## src/rtl/lap_capture_mux.sv

```systemverilog
// Lap capture buffer and display selector for the stopwatch.
// Define LAP_OVERWRITE_EN to let laps taken when full replace the oldest entry.
module lap_capture_mux #(
    parameter int DEPTH = 4
) (
    input  logic       clk,
    input  logic       rstn,
    input  logic [3:0] Q0,
    input  logic [3:0] Q1,
    input  logic [3:0] Q2,
    input  logic [3:0] Q3,
    input  logic [3:0] Q4,
    input  logic [3:0] Q5,
    input  logic       lap,
    input  logic       view,
    input  logic       clr,
    output logic [3:0] D0,
    output logic [3:0] D1,
    output logic [3:0] D2,
    output logic [3:0] D3,
    output logic [3:0] D4,
    output logic [3:0] D5,
    output logic [3:0] D6,
    output logic [3:0] D7,
    output logic       full,
    output logic       ovf
);

    localparam logic [2:0] DEP  = 3'(DEPTH);
    localparam logic [2:0] LAST = 3'(DEPTH - 1);

    logic [23:0] mem [8];
    logic [2:0]  wp, rp, cnt, sel;
    logic [2:0]  wp_n, rp_n, cnt_n, sel_n;
    logic        ovf_n, wr_en;
    logic [23:0] live, frame;
    logic [3:0]  idx_sum;
    logic [2:0]  idx;
    logic [3:0]  d_q [8];
    logic [3:0]  d_n [8];

    function automatic logic [2:0] inc(input logic [2:0] p);
        return (p == LAST) ? 3'd0 : p + 3'd1;
    endfunction

    assign live = {Q5, Q4, Q3, Q2, Q1, Q0};

    always_comb begin
        wp_n  = wp;
        rp_n  = rp;
        cnt_n = cnt;
        sel_n = sel;
        ovf_n = ovf;
        wr_en = 1'b0;
        if (clr) begin
            wp_n  = 3'd0;
            rp_n  = 3'd0;
            cnt_n = 3'd0;
            sel_n = 3'd0;
            ovf_n = 1'b0;
        end else begin
            if (view)
                sel_n = (sel < cnt) ? sel + 3'd1 : 3'd0;
            if (lap) begin
                if (cnt != DEP) begin
                    wr_en = 1'b1;
                    wp_n  = inc(wp);
                    cnt_n = cnt + 3'd1;
                end else begin
                    ovf_n = 1'b1;
`ifdef LAP_OVERWRITE_EN
                    wr_en = 1'b1;
                    wp_n  = inc(wp);
                    rp_n  = inc(rp);
`else
                    wr_en = 1'b0;
`endif
                end
            end
        end
    end

    // Display follows post-edge state; same-edge captures bypass the memory.
    always_comb begin
        idx_sum = {1'b0, rp_n} + {1'b0, sel_n} - 4'd1;
        idx     = (idx_sum >= {1'b0, DEP}) ? 3'(idx_sum - {1'b0, DEP})
                                           : idx_sum[2:0];
        if (sel_n == 3'd0)
            frame = live;
        else if (wr_en && idx == wp)
            frame = live;
        else
            frame = mem[idx];
        for (int i = 0; i < 6; i++)
            d_n[i] = frame[4*i +: 4];
        d_n[6] = {1'b0, cnt_n};
        d_n[7] = {1'b0, sel_n};
    end

    always_ff @(posedge clk or negedge rstn) begin
        if (!rstn) begin
            wp   <= 3'd0;
            rp   <= 3'd0;
            cnt  <= 3'd0;
            sel  <= 3'd0;
            ovf  <= 1'b0;
            full <= 1'b0;
            for (int i = 0; i < 8; i++)
                d_q[i] <= 4'd0;
        end else begin
            wp   <= wp_n;
            rp   <= rp_n;
            cnt  <= cnt_n;
            sel  <= sel_n;
            ovf  <= ovf_n;
            full <= (cnt_n == DEP);
            for (int i = 0; i < 8; i++)
                d_q[i] <= d_n[i];
        end
    end

    always_ff @(posedge clk) begin
        if (rstn && wr_en)
            mem[wp] <= live;
    end

    assign D0 = d_q[0];
    assign D1 = d_q[1];
    assign D2 = d_q[2];
    assign D3 = d_q[3];
    assign D4 = d_q[4];
    assign D5 = d_q[5];
    assign D6 = d_q[6];
    assign D7 = d_q[7];

endmodule

```

## config.mk

```make
export PLATFORM = sky130hd
export DESIGN_NAME = lap_capture_mux
export DESIGN_NICKNAME = d
export VERILOG_FILES = /design/src/rtl/lap_capture_mux.sv
export SDC_FILE = /design/constraint.sdc
export NUM_CORES = 1
export LEC_CHECK = 0
export CAP_MARGIN = 20
export CORE_MARGIN = 2
export CORE_UTILIZATION = 50
export CTS_BUF_LIST = sky130_fd_sc_hd__clkbuf_4 sky130_fd_sc_hd__clkbuf_8 sky130_fd_sc_hd__clkbuf_16
export CTS_CLUSTER_DIAMETER = 150
export DETAILED_ROUTE_END_ITERATION = 16
export PLACE_DENSITY = 0.69
export SYNTH_ARGS = -nofsm -noshare
export SYNTH_HDL_FRONTEND = slang
export SYNTH_SLANG_ARGS = --single-unit
```

## constraint.sdc

```tcl
create_clock -name clk -period 4.35 [get_ports clk]
set_clock_uncertainty 0.1 [all_clocks]
set_input_delay 0.6525 -clock clk [delete_from_list [all_inputs] [get_ports clk]]
set_output_delay 0.6525 -clock clk [all_outputs]
set_load 0.1 [all_outputs]
```

Word-level counts from Yosys, hierarchy flattened
Memory sizes are Yosys's and may differ from the RTL's.
Cells that the tools add are included.
{"block": "op_classes", "multipliers": 0, "add_sub_neg": 6, "bitwise_logic": 0, "n_lt_le_gt_ge": 2, "eq_ne": 5, "muxes": 22, "reduce_logical": 7, "div": 0, "shifts": 0}
{"cell": "two-way mux 24 bit", "n": 2}
{"cell": "two-way mux 3 bit", "n": 12}
{"cell": "adder 3 x 1 -> 3 bit, second input constant", "n": 3}
{"cell": "two-way mux 1 bit", "n": 8}
{"cell": "adder 3 x 3 -> 4 bit", "n": 1}
{"cell": "greater-or-equal comparator 4 x 3 -> 1 bit, second input constant", "n": 1}
{"cell": "AND reduction 2 bit", "n": 2}
{"cell": "nonzero test 2 bit", "n": 2}
{"cell": "subtractor 4 x 1 -> 4 bit, second input constant", "n": 1}
{"cell": "== test 3 x 2 -> 1 bit, second input constant", "n": 1}
{"cell": "== test 3 bit", "n": 1}
{"cell": "== test 3 bit, second input constant", "n": 1}
{"cell": "logical NOT 3 bit", "n": 1}
{"cell": "less-than comparator 3 bit", "n": 1}
{"cell": "inequality test 3 bit, second input constant", "n": 1}
{"cell": "subtractor 3 bit, second input constant", "n": 1}
{"cell": "logical AND 1 bit", "n": 2}
{"cell": "inequality test 2 bit, second input constant", "n": 1}
{"block": "word_totals", "n_memories": 1, "inputBits": 29, "ramBits": 192, "romBits": 0, "wordCells": 55, "ff_bits": 38, "latch_bits": 0}
{"name": "mem", "depth": 8, "word_bits": 24, "read_ports": 1, "rd_ports_with_merged_regs": 0, "write_ports": 1, "line": "32", "text": "logic [23:0] mem [8];"}

Longest topological paths before layout
{"block": "logic_depth", "word_depth": 12, "mapped_depth": 16, "depth_no_buf": 14}

Least setup slack after synthesis
Ideal clock, no wire load.
{"block": "synth_timing", "path_type": "flip-flop to flip-flop", "start": "reg D6[1] (netlist name)", "end": "reg d_q, in the netlist D0[3]", "arrival_ps": 4183, "period_less_slack_ps": 4408, "stages_incl_launch_ff": 17, "path_buffers": 2, "setup_ps": 125, "path_slack_ps": -58, "cell_sequence": "dfrtp_1 inv_1 ha_1 a21oi_1 o21ai_0 or2_2 ha_1 inv_1 ha_1 fa_1 xnor2_1 nor2_4 xnor2_1 a311o_1 buf_4 buf_6 mux2_4"}
{"item": "to (signal, indexed assignment)", "line": "118", "text": "d_q[i] <= d_n[i];"}
{"item": "to (decl)", "line": "39", "text": "logic [3:0] d_q [8];"}

Worst setup path after layout
{"block": "layout_timing", "start": "in view", "end": "reg d_q, in the netlist D0[1]"}
{"block": "layout_between", "elab_chain_cells": 10}
{"item": "from (decl)", "line": "15", "text": "input logic view,"}
{"item": "two-way mux 3 bit *", "line": "62", "text": "if (view)"}
{"item": "two-way mux 3 bit *", "line": "55", "text": "if (clr) begin"}
{"item": "branches (longest 7 deep; another with memory read (8 x 24 bit))"}
{"item": "two-way mux 24 bit *", "line": "88", "text": "if (sel_n == 3'd0)"}
{"item": "net frame[1]", "line": "36", "text": "logic [23:0] live, frame;"}
Mark *: on every way through the listed nets, which the timed path passes.
A chain may end at the register's enable or synchronous reset.

==> flow_results.org <==
** Timing
- Final hold analysis gives a worst-case slack of 0.00781 ns.
- Max-Slew Margin vs Limit :: 34.0%
- The max-slew violation total from the final report was 0.
- Final period util :: 89.3%
- Setup repair after global routing left no endpoint under its margin.
- For the pin with the worst max-slew slack, the measured transition is 0.986 ns.
- The number of hold violations in the final report came to 0.
- After layout, the minimum clock period comes to 3.88 ns.
- Highest clock frequency the design can meet :: 258 MHz
- Setup violations remaining at the end of the flow were counted as 0.
- Post-route setup TNS :: 0 ns

** Clock tree
- TritonCTS Buffers :: 23
- TritonCTS built the clock tree.
- Clk root buf :: clkbuf_16
- No sink is reached through more buffers than the 3 on the longest clock path.
- Total of hold buffers inserted after clock tree synthesis :: 0
- The number of gates resized after CTS was 0.
- In this run the number of H-tree levels came out at 1.
- Clock-pin slew was measured on the worst setup and hold paths at 0.06 ns.
- Once the clock tree was built, the setup fixing pass inserted 0 buffers.
- For this design, the sink count on the clock tree is 230.
- Clk Latency, worst-skew pair :: 0.49 ns

** Final layout
- The net count of the finished layout is 559.
- Post-layout util :: 60.6%
- The post-route netlist has 32.1% of its cells at a drive strength greater than 1.
- 0 antenna diodes ended up in the layout.
- Cell area after layout :: 0.0109 mm^2
- Post-Layout Cell Count :: 764
- Synth-to-Final Area Change :: 19.3%

** Drt
- In the final routed layout, each cell accounts on average for 21.9 um.
- In the routed design, unresolved DRC markers number 0.
- Drt via density :: 5.51
- First-pass DRT Iterations :: 4
- The detailed router finished its first iteration with 300 violations.
- Detailed routing inserted a total of 4210 vias.
- For this block, the routed nets add up to 16700 um of wire.
- Antenna Violating Nets Remaining :: 0

** Die
- Starting density of the core :: 50.8%
- Chip width :: 139 um
- In this run the count of I/O pins placed on the die edge is 63.
- In this run the core area contains 49 standard-cell rows.
- Core Region :: 0.0179 mm^2
- Die height :: 139 um
- Total Die Area :: 0.0193 mm^2

** Placed design
- Once placement completed, the tool counted placed cells totaling 723.
- Post-DP HPWL :: 9710 um
- Number of buffers inserted by port buffering :: 60
- Global placement routability congestion :: 0.737
- Summing all placed instances gives a cell area of 0.0101 mm^2.

** Global routing
- Global routing used 29.9% of the available met2 tracks.
- The number of antenna violations at the first check in global routing came to 0.
- The number of global-route vias before repair came to 4580.
- Remaining Overflow, GRT :: 0
- For this run, global-route usage on met3 was measured as 2.83%.
- Most utilized layer in the global route result :: met2
- Maximum number of pins on one net before global-route repair :: 29
- Global routing consumed, on the met1 layer, 25.1% of the routing resources.
- Global-route usage over all layers :: 17.9%
- The first global-routing pass estimated 26500 um of wire.

** Setup path
- The critical path is of the in -> reg type.
- Critical path endpoint category :: flop
- Depth of the most critical reg-to-reg path :: 15
- Data on the critical path is required at its endpoint by 4.62 ns.
- CP Max Fanout :: 7
- Data on the critical path arrives at its endpoint at 4.15 ns.
- Startpoint type of the worst setup path :: input pin

** Synth
- Number of synthesized flops with an enable pin :: 192
- By area the synthesized netlist is led by edfxtp_1 63%, mux4_2 12%, dfrtp_1 10%.
- The top cell type by area accounts for 63.4% of the synthesized area.
- The most common cell in the synthesized netlist is edfxtp_1.
- Distinct cells, synth :: 36
- In this run, synthesis produced a sequential element count of 230.
- Number of warning messages in the yosys log :: 0
- Sequential element share of the synthesized area :: 73.8%
- Top post-synthesis cells by count :: 192 x edfxtp_1, 48 x mux4_2, 38 x dfrtp_1
- Post-synth design cell area :: 0.00910 mm^2
- The biggest area contributor in the post-synthesis netlist is edfxtp_1.
- For this run, asynchronously set or reset flops after synthesis account for 16.5%.
- In the synthesized netlist the dominant register cell turns out to be edfxtp_1.
- After synthesis, the mean cell area works out to 21.1 um^2.
- Synthesis produced a netlist whose cell count is 432.

** Outcome
- Status :: complete, no violations

** Run
- Max-cap violations in this run came to 0.

** Power
- Maximum resistive drop on vdd :: 0.250 mV
- Leakage component of the power :: 3.81 nW
- Ratio of total power to cell area :: 479 mW/mm^2

** Worst hold path
- The tightest min-delay check is of the in -> async type.
[stage by stage]
| stage | total power [W] | setup slack [ns] |
|---|---|---|
| 2_1_floorplan | 0.00309 | 0.0185 |
| 3_5_place_dp | 0.00332 | -0.0191 |
| 5_1_grt | 0.00538 | 0.271 |
| 6_report | 0.00520 | 0.468 |
| 3_3_place_gp | 0.00330 | 0.0831 |
| 4_1_cts | 0.00525 | 0.473 |
[kinds of logic after synthesis]
logic type               count (synthesis)  share of synthesized area (%)
adder cells (fa/ha/maj)                 11                           1.60
XOR/XNOR                                 8                          0.770
buffers and inverters                   35                           2.04
other                                    1                         0.0412
AND/OR/NAND/NOR                         38                           2.06
AO/OA/AOI/OAI                           11                          0.811
multiplexers                            98                           18.9
flip-flops                             230                           73.8
[area by class of cell]
class | instances | area (um^2)
clock buffers | 37 | 706
clock inverters | 4 | 47.5
fillers | 1242 | 7050
inverters | 14 | 52.6
multi-input cells | 168 | 2240
flip-flops and latches | 230 | 6720
well taps | 229 | 287
repair buffers | 82 | 798
[registers in the layout, indices dropped and copies added (netlist names)]
register	cells
rp	3
ovf	1
D6	3
D0	4
full	1
D7	3
D2	4
D3	4
mem	192
D5	4
D1	4
wp	3
D4	4
[placed cells by master (no fill, tap or decap), types with 3 or more instances in the layout]
master             n
edfxtp_1         192
clkdlybuf4s50_1   59
mux4_2            48
dfrtp_1           36
mux2_2            24
clkbuf_16         23
mux2_4            20
buf_4             19
inv_1             14
nand2_1           10
clkbuf_4          10
ha_1               8
nand2b_1           6
nor2_2             6
nor2_1             5
a21oi_1            4
xor2_1             4
xnor2_1            4
mux2_1             4
clkbuf_8           4
buf_12             3
[power breakdown]
part / internal, W / switching (W) / total (W)
Sequential: 0.00244 / 0.0000254 / 0.00246
Combinational: 0.000311 / 0.000488 / 0.000799
Clock: 0.00117 / 0.000764 / 0.00193
[critical path, stage by stage]
cell             delay [ns]
clkdlybuf4s50_1        0.55
a21oi_1                0.18
o21ai_0                0.14
or2_2                  0.34
ha_1                   0.28
inv_1                  0.04
ha_2                   0.17
fa_1                   0.37
xnor2_1                0.28
nor2_4                 0.07
xnor2_1                0.13
a311o_2                0.42
buf_4                  0.20
mux2_1                 0.33
[routing by layer]
metal	routed length [um]	up-vias	part of all wire, %
met2	8600	114	51
met3	895	24	5.4
met5	0	-	0
met4	278	0	1.7
li1	-	1884	-
met1	6950	2188	42
[final timing paths]
kind	end	slack [ns]	start
hold / removal	D3[1]	0.008	rstn
max in group asynchronous	D6[2]	3.43	rstn
setup / recovery	D0[1]	0.47	view
hold reg to reg	rp[2]	0.38	rp[2]
min in group clk	rp[2]	0.38	rp[2]
setup reg to reg	D0[1]	0.51	D6[1]
Note: power is estimated with default switching activity, not from simulation.
